File: config.mk
export PLATFORM = sky130hd
export DESIGN_NAME = gauss5x5_blur_flat
export DESIGN_NICKNAME = d
export VERILOG_FILES = /design/src/rtl/gauss5x5_blur_if.sv /design/src/rtl/gauss5x5_blur.sv /design/src/flat_wrapper.sv
export SDC_FILE = /design/constraint.sdc
export NUM_CORES = 1
export LEC_CHECK = 0
export CAP_MARGIN = 20
export CORE_MARGIN = 2
export CORE_UTILIZATION = 50
export CTS_BUF_LIST = sky130_fd_sc_hd__clkbuf_8
export DETAILED_ROUTE_END_ITERATION = 10
export DONT_BUFFER_PORTS = 1
export GPL_ROUTABILITY_DRIVEN = 1
export PLACE_DENSITY = 0.67
export RECOVER_POWER = 50
export SLEW_MARGIN = 20
export SYNTH_ARGS = -nofsm -noshare
export SYNTH_HDL_FRONTEND = slang
export SYNTH_SLANG_ARGS = --single-unit
File: constraint.sdc
create_clock -name clk -period 4.55 [get_ports clk]
set_input_delay 0.91 -clock clk [delete_from_list [all_inputs] [get_ports clk]]
set_output_delay 0.91 -clock clk [all_outputs]
set_load 0.03 [all_outputs]
File: src/rtl/gauss5x5_blur_if.sv
// Window-in / pixel-out bundle for the 5x5 Gaussian blur stage.
// The producer uses the master modport; the blur core uses the slave modport.
interface gauss5x5_blur_if;
    logic         in_valid;
    logic         in_sof;
    logic [199:0] in_win;
    logic         out_valid;
    logic [7:0]   out_pixel;
    logic         out_eol;
    logic         out_eof;

    modport master (
        output in_valid, in_sof, in_win,
        input  out_valid, out_pixel, out_eol, out_eof
    );

    modport slave (
        input  in_valid, in_sof, in_win,
        output out_valid, out_pixel, out_eol, out_eof
    );
endinterface

File: src/rtl/gauss5x5_blur.sv
// Pipelined 5x5 Gaussian blur ([1 4 6 4 1] outer product, /256 with rounding), one pixel per clock.
// Optional macro BORDER_CLAMP_EN: border pixels pass the raw centre pixel instead of black.
module gauss5x5_blur #(
    parameter int IMG_WIDTH  = 640,
    parameter int IMG_HEIGHT = 480,
    parameter int COL_W      = 10,
    parameter int ROW_W      = 9
) (
    input  logic           clk,
    input  logic           reset,
    gauss5x5_blur_if.slave blur
);
    localparam logic [COL_W-1:0] COL_LAST = COL_W'(IMG_WIDTH - 1);
    localparam logic [ROW_W-1:0] ROW_LAST = ROW_W'(IMG_HEIGHT - 1);
    localparam logic [COL_W-1:0] COL_HI   = COL_W'(IMG_WIDTH - 3);
    localparam logic [ROW_W-1:0] ROW_HI   = ROW_W'(IMG_HEIGHT - 3);

    // Frame position tracking
    logic [COL_W-1:0] col_reg, col_next, cur_col;
    logic [ROW_W-1:0] row_reg, row_next, cur_row;
    logic             cur_border, cur_eol, cur_eof;

    always_comb begin
        cur_col    = blur.in_sof ? '0 : col_reg;
        cur_row    = blur.in_sof ? '0 : row_reg;
        cur_border = (cur_row < ROW_W'(2)) || (cur_row > ROW_HI) ||
                     (cur_col < COL_W'(2)) || (cur_col > COL_HI);
        cur_eol    = (cur_col == COL_LAST);
        cur_eof    = cur_eol && (cur_row == ROW_LAST);
        col_next   = col_reg;
        row_next   = row_reg;
        if (blur.in_valid) begin
            if (cur_eol) begin
                col_next = '0;
                row_next = (cur_row == ROW_LAST) ? '0 : cur_row + ROW_W'(1);
            end else begin
                col_next = cur_col + COL_W'(1);
                row_next = cur_row;
            end
        end else if (blur.in_sof) begin
            col_next = '0;
            row_next = '0;
        end
    end

    always_ff @(posedge clk) begin
        if (reset) begin
            col_reg <= '0;
            row_reg <= '0;
        end else begin
            col_reg <= col_next;
            row_reg <= row_next;
        end
    end

    // Stage 0: register the window together with its position flags
    logic         v0_reg, bord0_reg, eol0_reg, eof0_reg;
    logic [199:0] win_reg;

    always_ff @(posedge clk) begin
        if (reset) begin
            v0_reg    <= 1'b0;
            bord0_reg <= 1'b0;
            eol0_reg  <= 1'b0;
            eof0_reg  <= 1'b0;
        end else begin
            v0_reg    <= blur.in_valid;
            bord0_reg <= blur.in_valid && cur_border;
            eol0_reg  <= blur.in_valid && cur_eol;
            eof0_reg  <= blur.in_valid && cur_eof;
        end
        win_reg <= blur.in_win;
    end

    // Stage 1: horizontal [1 4 6 4 1] per row, row 0 in the top 40 bits
    logic [11:0] h_next [5];
    logic [11:0] h_reg  [5];
    logic        v1_reg, bord1_reg, eol1_reg, eof1_reg;

    generate
        for (genvar gi = 0; gi < 5; gi++) begin : g_row
            logic [39:0] row_px;
            assign row_px      = win_reg[199 - 40*gi -: 40];
            assign h_next[gi]  = 12'(row_px[39:32])
                               + (12'(row_px[31:24]) << 2)
                               + 12'(row_px[23:16]) * 12'd6
                               + (12'(row_px[15:8]) << 2)
                               + 12'(row_px[7:0]);
            always_ff @(posedge clk) begin
                h_reg[gi] <= h_next[gi];
            end
        end
    endgenerate

    always_ff @(posedge clk) begin
        if (reset) begin
            v1_reg    <= 1'b0;
            bord1_reg <= 1'b0;
            eol1_reg  <= 1'b0;
            eof1_reg  <= 1'b0;
        end else begin
            v1_reg    <= v0_reg;
            bord1_reg <= bord0_reg;
            eol1_reg  <= eol0_reg;
            eof1_reg  <= eof0_reg;
        end
    end

    // Stage 2: vertical [1 4 6 4 1] over the row sums
    logic [15:0] s_reg, s_next;
    logic        v2_reg, bord2_reg, eol2_reg, eof2_reg;

    assign s_next = 16'(h_reg[0])
                  + (16'(h_reg[1]) << 2)
                  + 16'(h_reg[2]) * 16'd6
                  + (16'(h_reg[3]) << 2)
                  + 16'(h_reg[4]);

    always_ff @(posedge clk) begin
        if (reset) begin
            v2_reg    <= 1'b0;
            bord2_reg <= 1'b0;
            eol2_reg  <= 1'b0;
            eof2_reg  <= 1'b0;
        end else begin
            v2_reg    <= v1_reg;
            bord2_reg <= bord1_reg;
            eol2_reg  <= eol1_reg;
            eof2_reg  <= eof1_reg;
        end
        s_reg <= s_next;
    end

    // Stage 3: round and normalise; weights sum to 256 so the result always fits 8 bits
    logic [7:0] filt_pix, border_pix, sel_pix;

    assign filt_pix = 8'((17'(s_reg) + 17'd128) >> 8);

`ifdef BORDER_CLAMP_EN
    logic [7:0] ctr1_reg, ctr2_reg;
    always_ff @(posedge clk) begin
        ctr1_reg <= win_reg[103:96];
        ctr2_reg <= ctr1_reg;
    end
    assign border_pix = ctr2_reg;
`else
    assign border_pix = 8'd0;
`endif

    assign sel_pix = bord2_reg ? border_pix : filt_pix;

    logic       out_valid_reg, out_eol_reg, out_eof_reg;
    logic [7:0] out_pixel_reg;

    always_ff @(posedge clk) begin
        if (reset) begin
            out_valid_reg <= 1'b0;
            out_pixel_reg <= 8'd0;
            out_eol_reg   <= 1'b0;
            out_eof_reg   <= 1'b0;
        end else begin
            out_valid_reg <= v2_reg;
            out_pixel_reg <= v2_reg ? sel_pix : 8'd0;
            out_eol_reg   <= v2_reg && eol2_reg;
            out_eof_reg   <= v2_reg && eof2_reg;
        end
    end

    assign blur.out_valid = out_valid_reg;
    assign blur.out_pixel = out_pixel_reg;
    assign blur.out_eol   = out_eol_reg;
    assign blur.out_eof   = out_eof_reg;
endmodule
File: src/flat_wrapper.sv
// flat-port wrapper written by rule: the top's interface ports become plain ports
module gauss5x5_blur_flat 
#(
    parameter int IMG_WIDTH  = 640,
    parameter int IMG_HEIGHT = 480,
    parameter int COL_W      = 10,
    parameter int ROW_W      = 9
)
  (clk, reset, blur_in_valid, blur_in_sof, blur_in_win, blur_out_valid, blur_out_pixel, blur_out_eol, blur_out_eof);
  gauss5x5_blur_if blur_i ();
  input  logic clk;
  input  logic reset;
  input wire logic [$bits(blur_i.in_valid)-1:0] blur_in_valid;
  input wire logic [$bits(blur_i.in_sof)-1:0] blur_in_sof;
  input wire logic [$bits(blur_i.in_win)-1:0] blur_in_win;
  output wire logic [$bits(blur_i.out_valid)-1:0] blur_out_valid;
  output wire logic [$bits(blur_i.out_pixel)-1:0] blur_out_pixel;
  output wire logic [$bits(blur_i.out_eol)-1:0] blur_out_eol;
  output wire logic [$bits(blur_i.out_eof)-1:0] blur_out_eof;
  assign blur_i.in_valid = blur_in_valid;
  assign blur_i.in_sof = blur_in_sof;
  assign blur_i.in_win = blur_in_win;
  assign blur_out_valid = blur_i.out_valid;
  assign blur_out_pixel = blur_i.out_pixel;
  assign blur_out_eol = blur_i.out_eol;
  assign blur_out_eof = blur_i.out_eof;
  gauss5x5_blur #(.IMG_WIDTH(IMG_WIDTH), .IMG_HEIGHT(IMG_HEIGHT), .COL_W(COL_W), .ROW_W(ROW_W)) u_core (.clk(clk), .reset(reset), .blur(blur_i));
endmodule
==> results of run 1 <==
-- synthesized netlist by cell type (all sizes together) (3+ instances only) --
library cell	number
mux2i	4
ha	177
and3b	3
o211ai	3
o21a	15
nor3b	5
inv	202
nor4b	5
nand2b	19
a211oi	4
a21o	35
a311oi	7
and2	7
nand3	22
nor2b	45
clkbuf	5
nor4bb	3
o41ai	8
nor2	85
nor4	7
o21ai	38
a21boi	5
dfxtp	311
fa	121
o311ai	4
a31oi	11
a21oi	71
nand2	37
xnor2	87
nor3	23
or4	3
o31ai	6
nand4	5
and3	9
o21bai	12
or2	4
xor2	42
-- per-stage QoR --
step	setup slack (ns)	cell area (um^2)	util	std cells	hold WS [ns]
floorplan	0.633	15900	-	1471	0.406
global placement	0.422	16400	0.521	1868	0.415
detailed placement	0.293	16400	0.521	1868	0.419
CTS	0.291	17600	0.559	1966	0.234
global route	0.0223	17600	0.560	1968	0.249
finish	0.341	17600	0.560	1969	0.302
-- cells by family after synthesis --
group,synth area share
buffers and inverters,0.0488
muxes,0.00252
and+or+nand+nor,0.0969
AOI/OAI and AO/OA,0.0983
DFF,0.391
adders and majority gates,0.291
xor gates and xnor gates,0.0710
-- worst reg2reg max path: stages, from the launching register on --
cell and delay, ns:
sky130_fd_sc_hd__dfxtp_1 0.36, sky130_fd_sc_hd__ha_1 0.21, sky130_fd_sc_hd__inv_1 0.07, sky130_fd_sc_hd__fa_1 0.40, sky130_fd_sc_hd__nor2b_1 0.14, sky130_fd_sc_hd__o21ai_1 0.10, sky130_fd_sc_hd__a21oi_2 0.19, sky130_fd_sc_hd__nor4b_2 0.08
sky130_fd_sc_hd__nor2_1 0.15, sky130_fd_sc_hd__xor2_1 0.19, sky130_fd_sc_hd__fa_1 0.46, sky130_fd_sc_hd__fa_1 0.47, sky130_fd_sc_hd__ha_1 0.36, sky130_fd_sc_hd__o41ai_1 0.39, sky130_fd_sc_hd__a31oi_1 0.12, sky130_fd_sc_hd__and4b_1 0.21
sky130_fd_sc_hd__a311oi_1 0.22
-- cell usage in the layout, fill, tap and decap left out, drive strengths merged, types with 4 or more instances in the layout --
cell type,n
a211oi,4
a21boi,5
a21o,35
a21oi,71
a311oi,7
a31oi,11
and2,7
and3,9
bufinv,5
clkbuf,66
clkinv,6
clkinvlp,4
dfxtp,311
fa,121
ha,177
inv,219
mux2i,4
nand2,37
nand2b,19
nand3,22
nand4,5
nor2,85
nor2b,45
nor3,23
nor3b,5
nor4,7
nor4b,5
o21a,15
o21ai,38
o21bai,12
o311ai,4
o31ai,6
o41ai,8
or2,4
xnor2,87
xor2,42
-- per-layer routing --
metal | routed length (um) | GRT usage | share of wire | vias to the layer above
li1 | - | - | - | 4998
met1 | 13400 | 0.230 | 0.47 | 4456
met2 | 12800 | 0.282 | 0.45 | 215
met3 | 1680 | 0.0519 | 0.059 | 60
met4 | 655 | 0.0687 | 0.023 | 10
met5 | 69 | 0 | 0.0024 | -
-- area by class of cell --
cell class                 count  share of cell area
inverter                     202              0.0430
clock buffer                  66              0.0516
tap                          402              0.0286
multi-input combinational    953               0.507
sequential                   311               0.353
clock inverter                32              0.0161
antenna                        3            0.000426
-- how the worst max path moves through the flow --
stage,startpoint,endpoint,slack (ns),depth (start not counted)
after floorplan,u_core.h_reg[0][24],u_core.s_reg[15],0.63,16
after global placement,u_core.h_reg[0][24],u_core.s_reg[15],0.42,16
after detailed placement,u_core.h_reg[0][24],u_core.s_reg[15],0.29,16
after CTS,u_core.h_reg[0][24],u_core.s_reg[15],0.29,16
after global routing,u_core.h_reg[0][25],u_core.s_reg[15],0.02,16
final,u_core.h_reg[0][25],u_core.s_reg[15],0.34,16
==> run summary, run 1 <==
CTS placed an instance of sky130_fd_sc_hd__clkbuf_8 at the clock tree root. The run gives 0.178 as the overall track demand over capacity in global routing. After legalization and detailed placement, the total HPWL measured 22700 um. For the worst-case headroom to the max-slew limit, the log shows 0.573.

The worst register-to-register path has a depth of 16. Dividing the detail-routed wire length by the instance count gives 14.5 um. The type of the setup path with the least slack is register to register.

After synthesis, the mean cell area works out to 10.8 um^2. The primary flip-flop cell chosen by synthesis mapping is sky130_fd_sc_hd__dfxtp_1. For the worst-skew pair, the clock arrives at the later sink with an insertion delay of 0.63 ns. Registers take 6230 um^2.

The synthesized netlist occupies a cell area of 15900 um^2. The final critical-path share of the clock period was 0.925; the starting density of the core was 0.506. The horizontal die dimension was 182 um. The die covers 33300 um^2. The class of the tightest hold or removal check was primary input to register. Dividing the detail-routed via count by the number of cells gives 4.95. At the end of the flow, the number of nets in the layout was 2024. Broken down by cell family, the worst path's largest delay share belongs to adder cells. The logs give 0 for the count of synthesis-stage warnings from yosys and 0.0224 ns for the maximum clock skew at final layout. The launching point of the worst reg2reg path is u_core.h_reg[0][25]. Summed over all instances, the cell type with the most area after synthesis is sky130_fd_sc_hd__dfxtp_1. The smallest clock period supported by the final layout is computed as 4.21 ns. The run finished with clean final reports. In this run the register-to-register setup slack is 0.34 ns. The tools report the via count of the first global-routing pass as 9972. The number of hold violations in the final report was 0.

The max-slew violation count is 0. For the total number of clock tree sinks, the log shows 311. After synthesis the netlist holds a flip-flop and latch count of 311.

At the end of routability-driven placement, the weighted congestion stood at 0.880. TritonCTS created 54 clock buffers. Counting along the longest clock path gives a buffer depth of 3.

The terminus of the critical flop-to-flop path was u_core.s_reg[15]. The combined buffer and inverter count along the critical path works out to 1. In this run the vertical extent of the chip is 182 um.

The signal on the critical path passes through ha_1 -> inv_1 -> fa_1 -> nor2b_1 -> o21ai_1 -> a21oi_2 -> nor4b_2 -> nor2_1 -> xor2_1 -> fa_1 -> fa_1 -> ha_1 -> o41ai_1 -> a31oi_1 -> and4b_1 -> a311oi_1. The proportion of register bits with asynchronous set or reset after synthesis is 0, and the number of detailed-routing iterations run before antenna repair is 6. The tools report the type of element launching the critical path as a register.

TritonCTS built the clock tree. The maximum number of pins on one net before global-route repair is 25. After clock tree synthesis, the clock-pin slew on the worst setup and hold paths is 0.07 ns. The critical path endpoint category is a register.

The number of synthesized flops with an enable pin is 0. Number of nets still failing antenna checks after routing: 0. The largest single stage delay on the critical path is 0.46 ns.

The tools report the detailed-route wire length as 28600 um. In the final layout, the multi-input gates occupy 8930 um^2. The logs give 0 for the residual overflow from global routing and 360 for the number of design-rule violations left by the first detailed-router iteration. The run gives 0 as the buffers inserted during post-CTS setup optimization. CTS built an H-tree with a depth of 2. The number of inserted filler cells in the final layout is 2687. The number of antenna violations at the first check in global routing was 8. The measured slew at the worst slew-check pin is 0.624 ns, and the count of cells along the worst hold path is 0. During placement, the flow inserted port buffers numbering 0.

The slowest stage of the critical path belongs to the cell sky130_fd_sc_hd__fa_1. The signed area change from the synthesized netlist to the final layout was 10.7%. Setup repair after global routing left no endpoint under its margin.

Critical path's most frequent cell: sky130_fd_sc_hd__fa_1. The detailed-route via count is 9739, and the total core area is 31500 um^2. The run gives 5.08 ns as the data required time at the worst endpoint. The post-synthesis instance total is 1471, and the worst endpoint data arrival time is 4.73 ns.

The number of flip-flops under the largest register name was 200; the I/O pin count was 215. Timing would allow up to 0.238 GHz. The run gives 65 as the number of cell rows.

The beginning of the worst hold path is blur_in_win[51]. The share of post-route cells with drive strength above 1 is 0.0691, and the count of cells resized by post-cts repair is 0. Capture endpoint of the worst hold path: u_core.win_reg[51]. Adding up every negative setup slack in the final design gives 0 ns.

The logs give 0.391 for the part of the Yosys area used for sequential elements and 0 for the number of buffers inserted by hold repair at cts. For the number of distinct library cell variants in the gate-level netlist after synthesis, the log shows 69. In the post-synthesis netlist, the biggest area contributors are sky130_fd_sc_hd__dfxtp_1 (39%), sky130_fd_sc_hd__fa_1 (15%), sky130_fd_sc_hd__ha_1 (14%). For this run, design rule violations remaining after detail routing come to 0.

The area share of the largest cell type after synthesis came out at 0.391. The tool flagged a number of max-cap violations equal to 0. The logs give 0 for the final count of negative-setup-slack endpoints and 47200 um for the wire length of the first global-routing pass.

Maximum net fanout on the critical path: 3. When the netlist entered floorplanning its net count stood at 1973.
Power of run 1 is not shown: default switching activity piles up to over one toggle a cycle in this logic, so the estimate is an artifact.
==> inputs of run 2 (changes only) <==
- CAP_MARGIN: 20 -> unset
- CORE_ASPECT_RATIO: unset -> 1.25
==> run 2 against run 1 <==
  * Clock skew fell by 0.0058 ns
  * Global-route usage fell by 0.45 points
  * Sequential cell count did not move
  * Critical path depth rose by 2
  * Maximum frequency rose by 0.25%
  * Hold slack improved by 0.035 ns
  * Die area barely moved
  * Sequential share of layout area rose by 0.18 points
  * Via count rose by 1.4%
  * Setup slack improved by 0.011 ns
  * Critical path type unchanged
==> run summary, run 2 (synthesis gave the netlist of run 1 again) <==
The buffers inserted during post-CTS setup optimization was 0 (unchanged). The number of antenna violations at the first check in global routing was 9 (was 8); the wire length on met3 was 1600 um (was 1680 um). The residual overflow from global routing was 0 (unchanged). The max-slew violation count was 0 (unchanged); the number of cell rows was 73 (was 65).

The logs give 0.351 ns (was 0.341 ns) for the final critical-path setup slack and 22600 um (was 22700 um) for the HPWL after detailed placement. The detailed-route via count was 9871 (was 9739). For the detailed-route wire length, the log shows 28300 um (was 28600 um).

The run gives 0 ns (unchanged) as the sum of negative setup slack. Critical path cell sequence: ha_1 -> a211oi_1 -> nor2_1 -> o41ai_2 -> o21ai_1 -> nor2_1 -> xnor2_1 -> fa_1 -> inv_1 -> fa_1 -> inv_1 -> ha_1 -> o21ai_1 -> nand2b_1 -> o41ai_2 -> a31oi_1 -> o21ai_0 -> a311oi_1 (was ha_1 -> inv_1 -> fa_1 -> nor2b_1 -> o21ai_1 -> a21oi_2 -> nor4b_2 -> nor2_1 -> xor2_1 -> fa_1 -> fa_1 -> ha_1 -> o41ai_1 -> a31oi_1 -> and4b_1 -> a311oi_1). The largest incremental delay on the critical path was 0.50 ns (was 0.46 ns); the worst endpoint data arrival time was 4.70 ns (was 4.73 ns). The type of element launching the critical path was a register (unchanged). The horizontal die dimension works out to 164 um (was 182 um).

The launching point of the worst reg2reg path was u_core.h_reg[0][25] (unchanged). The routed length on met1 is 11100 um (was 13400 um), and the final weighted congestion in routability-driven placement is 0.848 (was 0.880). The post-place instance area was 16400 um^2 (about the same); the maximum net fanout on the critical path was 3 (unchanged).

The area of the multi-input gates was 8940 um^2 (was 8930 um^2). The library cell used as clock root buffer is sky130_fd_sc_hd__clkbuf_8 (unchanged). TritonCTS built the clock tree. The worst-case headroom to the max-slew limit came out at 0.571 (was 0.573). The critical path endpoint category was a register (unchanged).

The starting density of the core was 0.504 (was 0.506); the clock buffer count from CTS was 49 (was 54). Top library cells by usage in the layout, fill and taps aside: sky130_fd_sc_hd__dfxtp_1 (311), sky130_fd_sc_hd__inv_1 (211), sky130_fd_sc_hd__ha_1 (177), sky130_fd_sc_hd__fa_1 (121), sky130_fd_sc_hd__xnor2_1 (87) (was sky130_fd_sc_hd__dfxtp_1 (311), sky130_fd_sc_hd__inv_1 (217), sky130_fd_sc_hd__ha_1 (177), sky130_fd_sc_hd__fa_1 (121), sky130_fd_sc_hd__xnor2_1 (87)). The tools report the number of detailed-routing iterations run before antenna repair as 4 (was 6).

Slowest cell on the critical path: sky130_fd_sc_hd__fa_1 (unchanged). The logs give 0 (unchanged) for the number of nets still failing antenna checks after routing and 0 (unchanged) for the number of DRC violations after detailed routing. Storage element area: 6230 um^2 (unchanged). For the via count of the first global-routing pass, the log shows 10300 (was 9972). The number of design-rule violations left by the first detailed-router iteration was 406 (was 360). The overall track demand over capacity in global routing was 0.173 (was 0.178); the clock input transition at the sequential cells of the worst setup and hold paths was 0.07 ns (about the same).

For the wire length of the first global-routing pass, the log shows 46400 um (was 47200 um). The tools report the total number of clock tree sinks as 311 (unchanged). Launching element of the worst setup path: u_core.h_reg[0][25] (unchanged).

The share of post-route cells with drive strength above 1 was 0.0664 (was 0.0691). The run finished with clean final reports. Setup repair after global routing left no endpoint under its margin. The maximum number of pins on one net before global-route repair came out at 25 (unchanged). The measured slew at the worst slew-check pin was 0.640 ns (was 0.624 ns).

The class of the tightest hold or removal check was primary input to register (unchanged). The final critical-path share of the clock period came out at 0.923 (was 0.925). The tools report the beginning of the worst hold path as blur_in_win[142] (was blur_in_win[51]). The net count of the finished layout is 2019 (was 2024). The type of the setup path with the least slack was register to register (unchanged). The number of inserted filler cells in the final layout is 2792 (was 2687).

The tools report the highest achievable clock rate as 0.238 GHz (about the same). The logs give 17500 um^2 (was 17600 um^2) for the final instance area and 0 (unchanged) for the number of hold violations in the final report. Die height: 203 um (was 182 um). The most common cell after layout, fill and taps aside is sky130_fd_sc_hd__dfxtp_1 (unchanged). Uppermost metal layer occupied by signal nets: met5 (unchanged). The routed via count divided by cell count was 5.01 (was 4.95); the total core area was 31600 um^2 (was 31500 um^2).

The wire length per cell after detailed routing is 14.4 um (was 14.5 um). The run gives 33300 um^2 (about the same) as the total die area. The maximum clock skew at final layout came out at 0.0166 ns (was 0.0224 ns).

The signed area change from the synthesized netlist to the final layout is 10.1% (was 10.7%). The worst slack at placement was 0.262 ns (was 0.293 ns). For the final count of negative-setup-slack endpoints, the log shows 0 (unchanged). The tools report the I/O pin count as 215 (unchanged).

The count of input and output buffers came out at 0 (unchanged). The tools report the data required time at the worst endpoint as 5.05 ns (was 5.08 ns). The met2 wirelength from detailed routing came out at 14800 um (was 12800 um). The number of levels the H-tree was split into was 2 (unchanged); the number of violations of the max-capacitance limit was 0 (unchanged).

The final period demand of the worst path was 4.20 ns (was 4.21 ns); the clock latency reported for the late side of the worst-skew pair was 0.59 ns (was 0.63 ns). Cell type group with the largest total delay on the critical path: adder cells (unchanged). The worst-case clock buffer depth was 3 (unchanged); the combined buffer and inverter count along the critical path was 2 (was 1). The number of flip-flops under the largest register name is 200 (unchanged).
## run 2: layout make-up
type | instances | share of cell area
multi-input combinational | 953 | 0.510
sequential | 311 | 0.355
clock buffer | 64 | 0.0503
inverter | 202 | 0.0433
tap | 412 | 0.0294
clock inverter | 22 | 0.0107
antenna | 8 | 0.00114
## run 2: metrics by stage
stage | hold WS, ns | utilization | instances
after floorplan | 0.406 | - | 1471
after global placement | 0.412 | 0.519 | 1878
after detailed placement | 0.415 | 0.519 | 1878
after CTS | 0.278 | 0.553 | 1964
after global routing | 0.293 | 0.554 | 1968
final | 0.336 | 0.555 | 1972
## run 2: timing repair
item | 4_1_cts | 5_1_grt
gates resized for setup | 0 | 4
hold buffers | 0 | 0
endpoints found under the setup margin | 0 | 1
## run 2: layer usage
layer	vias to the layer above	global-route usage
li1	4982	-
met1	4605	0.185
met2	221	0.320
met3	61	0.0470
met4	2	0.0683
met5	-	0
## run 2: path summary, 6_finish.rpt
| path | end | slack [ns] | cells past startpoint |
|---|---|---|---|
| setup / recovery | u_core.s_reg[15] | 0.35 | 18 |
| hold / removal | u_core.win_reg[142] | 0.34 | 0 |
| setup reg to reg | u_core.s_reg[15] | 0.35 | 18 |
| hold reg to reg | u_core.bord2_reg | 0.43 | 1 |
Power of run 2 is left out for the same reason.
